===== src/rtl/prll_bus_rr_gen.sv =====
// prll_bus_rr_gen: N-agent shared bus, per-agent in/out FIFOs, round-robin bus arbitration.
// Define PRLL_BUS_BDCST_EN to deliver the BDCST destination to every agent except the source.
module prll_bus_rr_gen #(
  parameter int              N     = 3,
  parameter int              BITS  = 65,
  parameter int              DEPTH = 4,
  parameter int              ID_W  = 3,
  parameter logic [ID_W-1:0] BDCST = {ID_W{1'b1}}
) (
  input  logic              clk,
  input  logic              reset,
  input  logic [N-1:0]      push,
  input  logic [N*BITS-1:0] D_push,
  output logic [N-1:0]      full,
  input  logic [N-1:0]      pop,
  output logic [N*BITS-1:0] D_pop,
  output logic [N-1:0]      pndng,
  output logic              drop
);
  localparam int PW = $clog2(DEPTH);
  localparam int CW = $clog2(DEPTH + 1);
  localparam int RW = $clog2(N);

  typedef enum logic {IDLE, SEND} state_e;
  typedef logic [BITS-1:0] word_t;

  word_t          in_mem_q  [N][DEPTH];
  word_t          in_mem_d  [N][DEPTH];
  word_t          out_mem_q [N][DEPTH];
  word_t          out_mem_d [N][DEPTH];
  logic [PW-1:0]  in_wr_q [N], in_wr_d [N], in_rd_q [N], in_rd_d [N];
  logic [PW-1:0]  out_wr_q[N], out_wr_d[N], out_rd_q[N], out_rd_d[N];
  logic [CW-1:0]  in_cnt_q[N], in_cnt_d[N], out_cnt_q[N], out_cnt_d[N];

  state_e         state_q, state_d;
  logic [RW-1:0]  rr_q, rr_d, src_q, src_d, grant;
  word_t          word_q, word_d;
  logic           drop_q, drop_d;
  logic           found, space_ok, xfer, in_acc, out_acc;
  logic [N-1:0]   mask, out_full, in_pop_v, out_push_v;

  function automatic logic [PW-1:0] next_ptr(input logic [PW-1:0] p);
    return (p == PW'(DEPTH - 1)) ? '0 : p + 1'b1;
  endfunction

  // Empty mask means the word has nowhere to go and is dropped.
  function automatic logic [N-1:0] dest_mask(input word_t w, input logic [RW-1:0] s);
    logic [ID_W-1:0] d;
    d = w[BITS-1 -: ID_W];
    if (d == BDCST) begin
`ifdef PRLL_BUS_BDCST_EN
      return ~(N'(1) << s);
`else
      return '0;
`endif
    end
    if (d < ID_W'(N)) return N'(1) << d;
    return '0;
  endfunction

  // NOTE: every always_comb output gets a default first so no path leaves it unassigned (no latches).
  always_comb begin
    state_d   = state_q;
    rr_d      = rr_q;
    src_d     = src_q;
    word_d    = word_q;
    drop_d    = 1'b0;
    in_mem_d  = in_mem_q;
    out_mem_d = out_mem_q;
    in_wr_d   = in_wr_q;
    in_rd_d   = in_rd_q;
    in_cnt_d  = in_cnt_q;
    out_wr_d  = out_wr_q;
    out_rd_d  = out_rd_q;
    out_cnt_d = out_cnt_q;
    in_acc    = 1'b0;
    out_acc   = 1'b0;

    for (int i = 0; i < N; i++) out_full[i] = (out_cnt_q[i] == CW'(DEPTH));

    grant = '0;
    found = 1'b0;
    for (int k = 1; k <= N; k++) begin
      if (!found && in_cnt_q[(int'(rr_q) + k) % N] != '0) begin
        found = 1'b1;
        grant = RW'((int'(rr_q) + k) % N);
      end
    end

    mask       = dest_mask(word_q, src_q);
    space_ok   = ~|(mask & out_full);
    xfer       = (state_q == SEND) && space_ok;
    in_pop_v   = xfer ? (N'(1) << src_q) : '0;
    out_push_v = xfer ? mask : '0;

    case (state_q)
      IDLE: if (found) begin
        state_d = SEND;
        src_d   = grant;
        word_d  = in_mem_q[grant][in_rd_q[grant]];
        drop_d  = (dest_mask(in_mem_q[grant][in_rd_q[grant]], grant) == '0);
      end
      SEND: if (space_ok) begin
        state_d = IDLE;
        rr_d    = src_q;
      end
      default: state_d = IDLE;
    endcase

    for (int i = 0; i < N; i++) begin
      // A full in-FIFO still accepts a push when the bus drains it on the same edge.
      in_acc = push[i] && (in_cnt_q[i] != CW'(DEPTH) || in_pop_v[i]);
      if (in_acc) begin
        in_mem_d[i][in_wr_q[i]] = D_push[i*BITS +: BITS];
        in_wr_d[i]              = next_ptr(in_wr_q[i]);
      end
      if (in_pop_v[i]) in_rd_d[i] = next_ptr(in_rd_q[i]);
      in_cnt_d[i] = in_cnt_q[i] + CW'(in_acc) - CW'(in_pop_v[i]);

      out_acc = pop[i] && (out_cnt_q[i] != '0);
      if (out_push_v[i]) begin
        out_mem_d[i][out_wr_q[i]] = word_q;
        out_wr_d[i]               = next_ptr(out_wr_q[i]);
      end
      if (out_acc) out_rd_d[i] = next_ptr(out_rd_q[i]);
      out_cnt_d[i] = out_cnt_q[i] + CW'(out_push_v[i]) - CW'(out_acc);
    end
  end

  always_comb begin
    full  = '0;
    pndng = '0;
    D_pop = '0;
    for (int i = 0; i < N; i++) begin
      full[i]  = (in_cnt_q[i] == CW'(DEPTH));
      pndng[i] = (out_cnt_q[i] != '0);
      D_pop[i*BITS +: BITS] = pndng[i] ? out_mem_q[i][out_rd_q[i]] : '0;
    end
    drop = drop_q;
  end

  // NOTE: sequential state uses non-blocking assignments so all flops update from pre-edge values.
  always_ff @(posedge clk) begin
    if (reset) begin
      state_q <= IDLE;
      rr_q    <= RW'(N - 1);
      src_q   <= '0;
      word_q  <= '0;
      drop_q  <= 1'b0;
      for (int i = 0; i < N; i++) begin
        in_wr_q[i]   <= '0;
        in_rd_q[i]   <= '0;
        in_cnt_q[i]  <= '0;
        out_wr_q[i]  <= '0;
        out_rd_q[i]  <= '0;
        out_cnt_q[i] <= '0;
      end
    end else begin
      state_q   <= state_d;
      rr_q      <= rr_d;
      src_q     <= src_d;
      word_q    <= word_d;
      drop_q    <= drop_d;
      in_wr_q   <= in_wr_d;
      in_rd_q   <= in_rd_d;
      in_cnt_q  <= in_cnt_d;
      out_wr_q  <= out_wr_d;
      out_rd_q  <= out_rd_d;
      out_cnt_q <= out_cnt_d;
    end
  end

  // NOTE: storage is not reset; emptiness comes from the counters and D_pop is masked while empty.
  always_ff @(posedge clk) begin
    in_mem_q  <= in_mem_d;
    out_mem_q <= out_mem_d;
  end

endmodule


===== config.mk =====
export PLATFORM = sky130hd
export DESIGN_NAME = prll_bus_rr_gen
export DESIGN_NICKNAME = d
export VERILOG_FILES = /design/src/rtl/prll_bus_rr_gen.sv
export SDC_FILE = /design/constraint.sdc
export NUM_CORES = 2
export LEC_CHECK = 0
export ABC_AREA = 0
export CAP_MARGIN = 20
export CORE_MARGIN = 3
export CORE_UTILIZATION = 50
export CTS_BUF_LIST = sky130_fd_sc_hd__clkbuf_4 sky130_fd_sc_hd__clkbuf_8
export DETAILED_ROUTE_END_ITERATION = 10
export PLACE_DENSITY = 0.69
export SYNTH_ARGS = -nofsm -noshare
export SYNTH_HDL_FRONTEND = slang
export SYNTH_SLANG_ARGS = --single-unit

===== constraint.sdc =====
create_clock -name clk -period 14.4 [get_ports clk]
set_clock_uncertainty 0.05 [all_clocks]
set_input_delay 2.88 -clock clk [delete_from_list [all_inputs] [get_ports clk]]
set_output_delay 2.88 -clock clk [all_outputs]
set_load 0.01 [all_outputs]

==> summary.md <==
| Metric | Value |
|---|---|
| Layout cells sized above 1 | `20.4%` |
| Slew Limit Headroom | `22.8%` |
| WS Path Type | `reg -> out` |
| Remaining DRCs | `0` |
| CTS tree | `done` |
| Type of element capturing the critical path | `output pin` |
| Ys async rst share | `0%` |
| Synth Instances | `3,571` |
| Critical Path Start | `out_rd_q[2]` |
| CTS sink cnt | `1,673` |
| Starting Density | `50.8%` |
| Static leakage | `24.9 nW` |
| Avg Cell Area, Syn | `18.3 µm²` |
| Worst min-delay path startpoint | `out_wr_q[3]` |
| DRT Wirelength | `167,000 µm` |
| FF+latch count, synth | `1,673` |
| Vias | `35,600` |
| Largest net degree at the start of global routing | `146` |
| Unique cell type count in the Yosys netlist | `62` |
| Status | `finished clean` |
| Final hold slack | `0.456 ns` |
| Std cell rows | `131` |
| Highest Clock Rate | `144 MHz` |
| Fin crit share | `48.2%` |
| Largest cells by area after synthesis | `edfxtp_1, mux4_2, dfxtp_1` |
| Final Hold Fails | `0` |
| Main synth FF type | `edfxtp_1` |
| Critical Path Fanout Max | `32` |
| Placer congestion estimate | `0.763` |
| Via density | `5.88` |
| R2r worst-path depth | `12` |
| Peak VDD IR | `0.240 mV` |
| Number of synthesized flops with an enable pin | `1,560` |
| Reg-to-reg critical path endpoint | `word_q[25]` |
| Final net count | `4,343` |
| Cells after DPL | `5,527` |
| Flop2flop setup slack | `9.31 ns` |
| Synth Net Count | `3,826` |
| Final HPWL DP | `96,700 µm` |
| Number of global-route vias before repair | `36,500` |
| Critical Path End | `D_pop[79]` |
| Finished Layout Cells | `6,051` |
| Final setup fails | `0` |
| DR iter-0 viols | `2,985` |
| Required @ worst endpoint | `11.47 ns` |
| Worst hold path class | `reg -> reg` |
| Clock Tree Buf Depth | `4` |
| Seq/Total Area, Yosys | `75.2%` |
| Power Dens Cells | `202 nW/µm²` |
| Crit start category | `register` |
| Worst-path clk slew | `0.06 ns` |
| Worst Max-Slew Pin Slew | `1.16 ns` |
| Synthesized cell area | `65,300 µm²` |
| Die Wd | `367 µm` |
| Initial antenna violation count | `44` |
| All-Layer GR Usage | `24.6%` |
| Synth-to-layout area growth | `17.6%` |
| DRT Pass-1 Iters | `6` |
| Reg-to-Reg Start | `rr_q[0]` |
| Cts repair resizes | `0` |
| Total CTS buffers | `286` |
| IO Count | `405` |
| First-pass GRT wire length | `243,000 µm` |
| Total Neg Setup Slack | `0 ns` |
| # port buffers | `404` |
| Worst Path Arrival | `4.01 ns` |
| RSZ-0062 raised after global routing | `no` |
| Root buffer cell | `clkbuf_8` |
| Post-synth top area cell | `edfxtp_1` |
| Max-Cap Viols | `0` |
| Total number of H-tree levels | `5` |
| Die area | `135,000 µm²` |
| Max-slew violations | `0` |
| Yosys top cell area share | `71.7%` |
| Chip height | `367 µm` |
| Hold_buf cts | `0` |
| # Post-CTS Setup Buffers | `0` |
| WL per Instance | `27.6 µm` |
| Synth Warn # | `0` |
| Min Tclk post-route | `6.94 ns` |
| Number of antenna-violating nets in the routed design | `0` |
| Core Box Area | `129,000 µm²` |
| Fill cells | `9,369` |
| Clock latency at the later pin of the worst-skew pair | `0.97 ns` |
| Total congestion overflow | `0` |
-- cell usage in the layout, fill, tap and decap left out, types with 5 or more instances in the layout --
cell type | netlist | layout
clkinvlp_4 | 0 | 5
dfxtp_4 | 0 | 8
buf_4 | 7 | 55
or3_1 | 9 | 6
o21ai_0 | 55 | 55
nor2b_1 | 72 | 72
dfxtp_1 | 113 | 105
a21oi_1 | 18 | 18
mux2i_1 | 142 | 142
fa_1 | 6 | 6
nand2_1 | 28 | 27
a31oi_1 | 64 | 64
and3_1 | 191 | 186
nor4_2 | 60 | 60
inv_1 | 49 | 49
clkinv_2 | 0 | 24
nor4_1 | 7 | 7
clkbuf_4 | 0 | 97
nor3_1 | 10 | 10
mux4_2 | 200 | 200
o21ai_1 | 13 | 12
nor2_4 | 0 | 6
clkbuf_8 | 0 | 309
edfxtp_1 | 1560 | 1560
bufinv_16 | 0 | 6
and2_1 | 215 | 199
diode_2 | 0 | 28
a211oi_1 | 253 | 253
a211oi_2 | 60 | 60
clkdlybuf4s50_1 | 0 | 403
clkinv_1 | 0 | 51
ha_1 | 46 | 46
xnor2_1 | 9 | 9
and2_4 | 0 | 16
nor2_1 | 104 | 99
-- flip-flops by register name (all words and copies together), names as in the netlist --
signal,flops
out_cnt_q,9
drop,1
out_mem_q,780
in_mem_q,780
in_rd_q,6
src_q,2
state_q,1
out_rd_q,6
rr_q,2
in_cnt_q,9
in_wr_q,6
out_wr_q,6
word_q,65
-- how the worst min path moves through the flow --
| stage | endpoint | slack [ns] | cells past startpoint |
|---|---|---|---|
| after CTS | out_wr_q[3] | 0.45 | 2 |
| after detailed placement | out_wr_q[3] | 0.44 | 2 |
| final | out_wr_q[3] | 0.46 | 2 |
| after global placement | in_wr_q[1] | 0.44 | 2 |
| after global routing | in_wr_q[4] | 0.49 | 2 |
| after floorplan | state_q | 0.41 | 2 |
-- cell usage after synthesis (64+ instances only) --
library cell	count
and3_1	191
mux4_2	200
dfxtp_1	113
a31oi_1	64
and2_1	215
clkbuf_1	190
a211oi_1	253
nor2_1	104
mux2i_1	142
edfxtp_1	1560
nor2b_1	72
-- where the power goes --
| group | internal [mW] | total, mW | switching (mW) |
|---|---|---|---|
| Clock | 2.33 | 4.14 | 1.81 |
| Sequential | 6.05 | 6.60 | 0.548 |
| Combinational | 1.88 | 4.79 | 2.91 |
| Total | 10.3 | 15.5 | 5.27 |
-- area by class of cell --
class	instances	area (µm²)	area share, %
Sequential cell	1673	49100	64.0
Multi-Input combinational cell	1617	15200	19.8
Clock buffer	406	4980	6.48
Timing Repair Buffer	461	4510	5.88
Tap cell	1729	2160	2.82
Clock inverter	88	547	0.712
Inverter	49	184	0.239
Antenna cell	28	70.1	0.0912
-- logic make-up (layout without fill, tap and decap cells) --
family	count (synthesis)	after routing	synth area share (%)
AOI/OAI and AO/OA	492	492	5.77
buffers and inverters	281	1004	1.75
xor gates and xnor gates	12	12	0.161
and+or+nand+nor	718	718	6.96
adders and majority gates	52	52	1.07
DFF	1673	1673	75.2
muxes	343	343	9.09
other	0	28	0
-- worst max-delay path: stages, from the launching register on --
cell             delay, ns
dfxtp_4               0.49
buf_4                 0.63
buf_4                 0.61
mux4_2                0.57
and2_1                0.21
clkdlybuf4s50_1       0.49
-- routing by layer --
| metal | global-route usage [%] | vias to the layer above | routed length (µm) |
|---|---|---|---|
| li1 | - | 15400 | - |
| met1 | 32.9 | 18300 | 68100 |
| met2 | 38.8 | 1540 | 79500 |
| met3 | 7.37 | 275 | 15600 |
| met4 | 8.22 | 22 | 3650 |
| met5 | 0 | - | 162 |
-- metrics by stage --
step	worst slack (ns)	power (mW)	utilization [%]	area, µm²
after floorplan	8.04	9.36	-	65300
after global placement	8.31	11.4	55.3	71200
after detailed placement	8.31	11.5	55.3	71200
after CTS	7.26	15.6	59.6	76700
after global routing	7.17	16.3	59.7	76800
final	7.46	15.5	59.7	76800
Power figures use the tool's default switching activity.
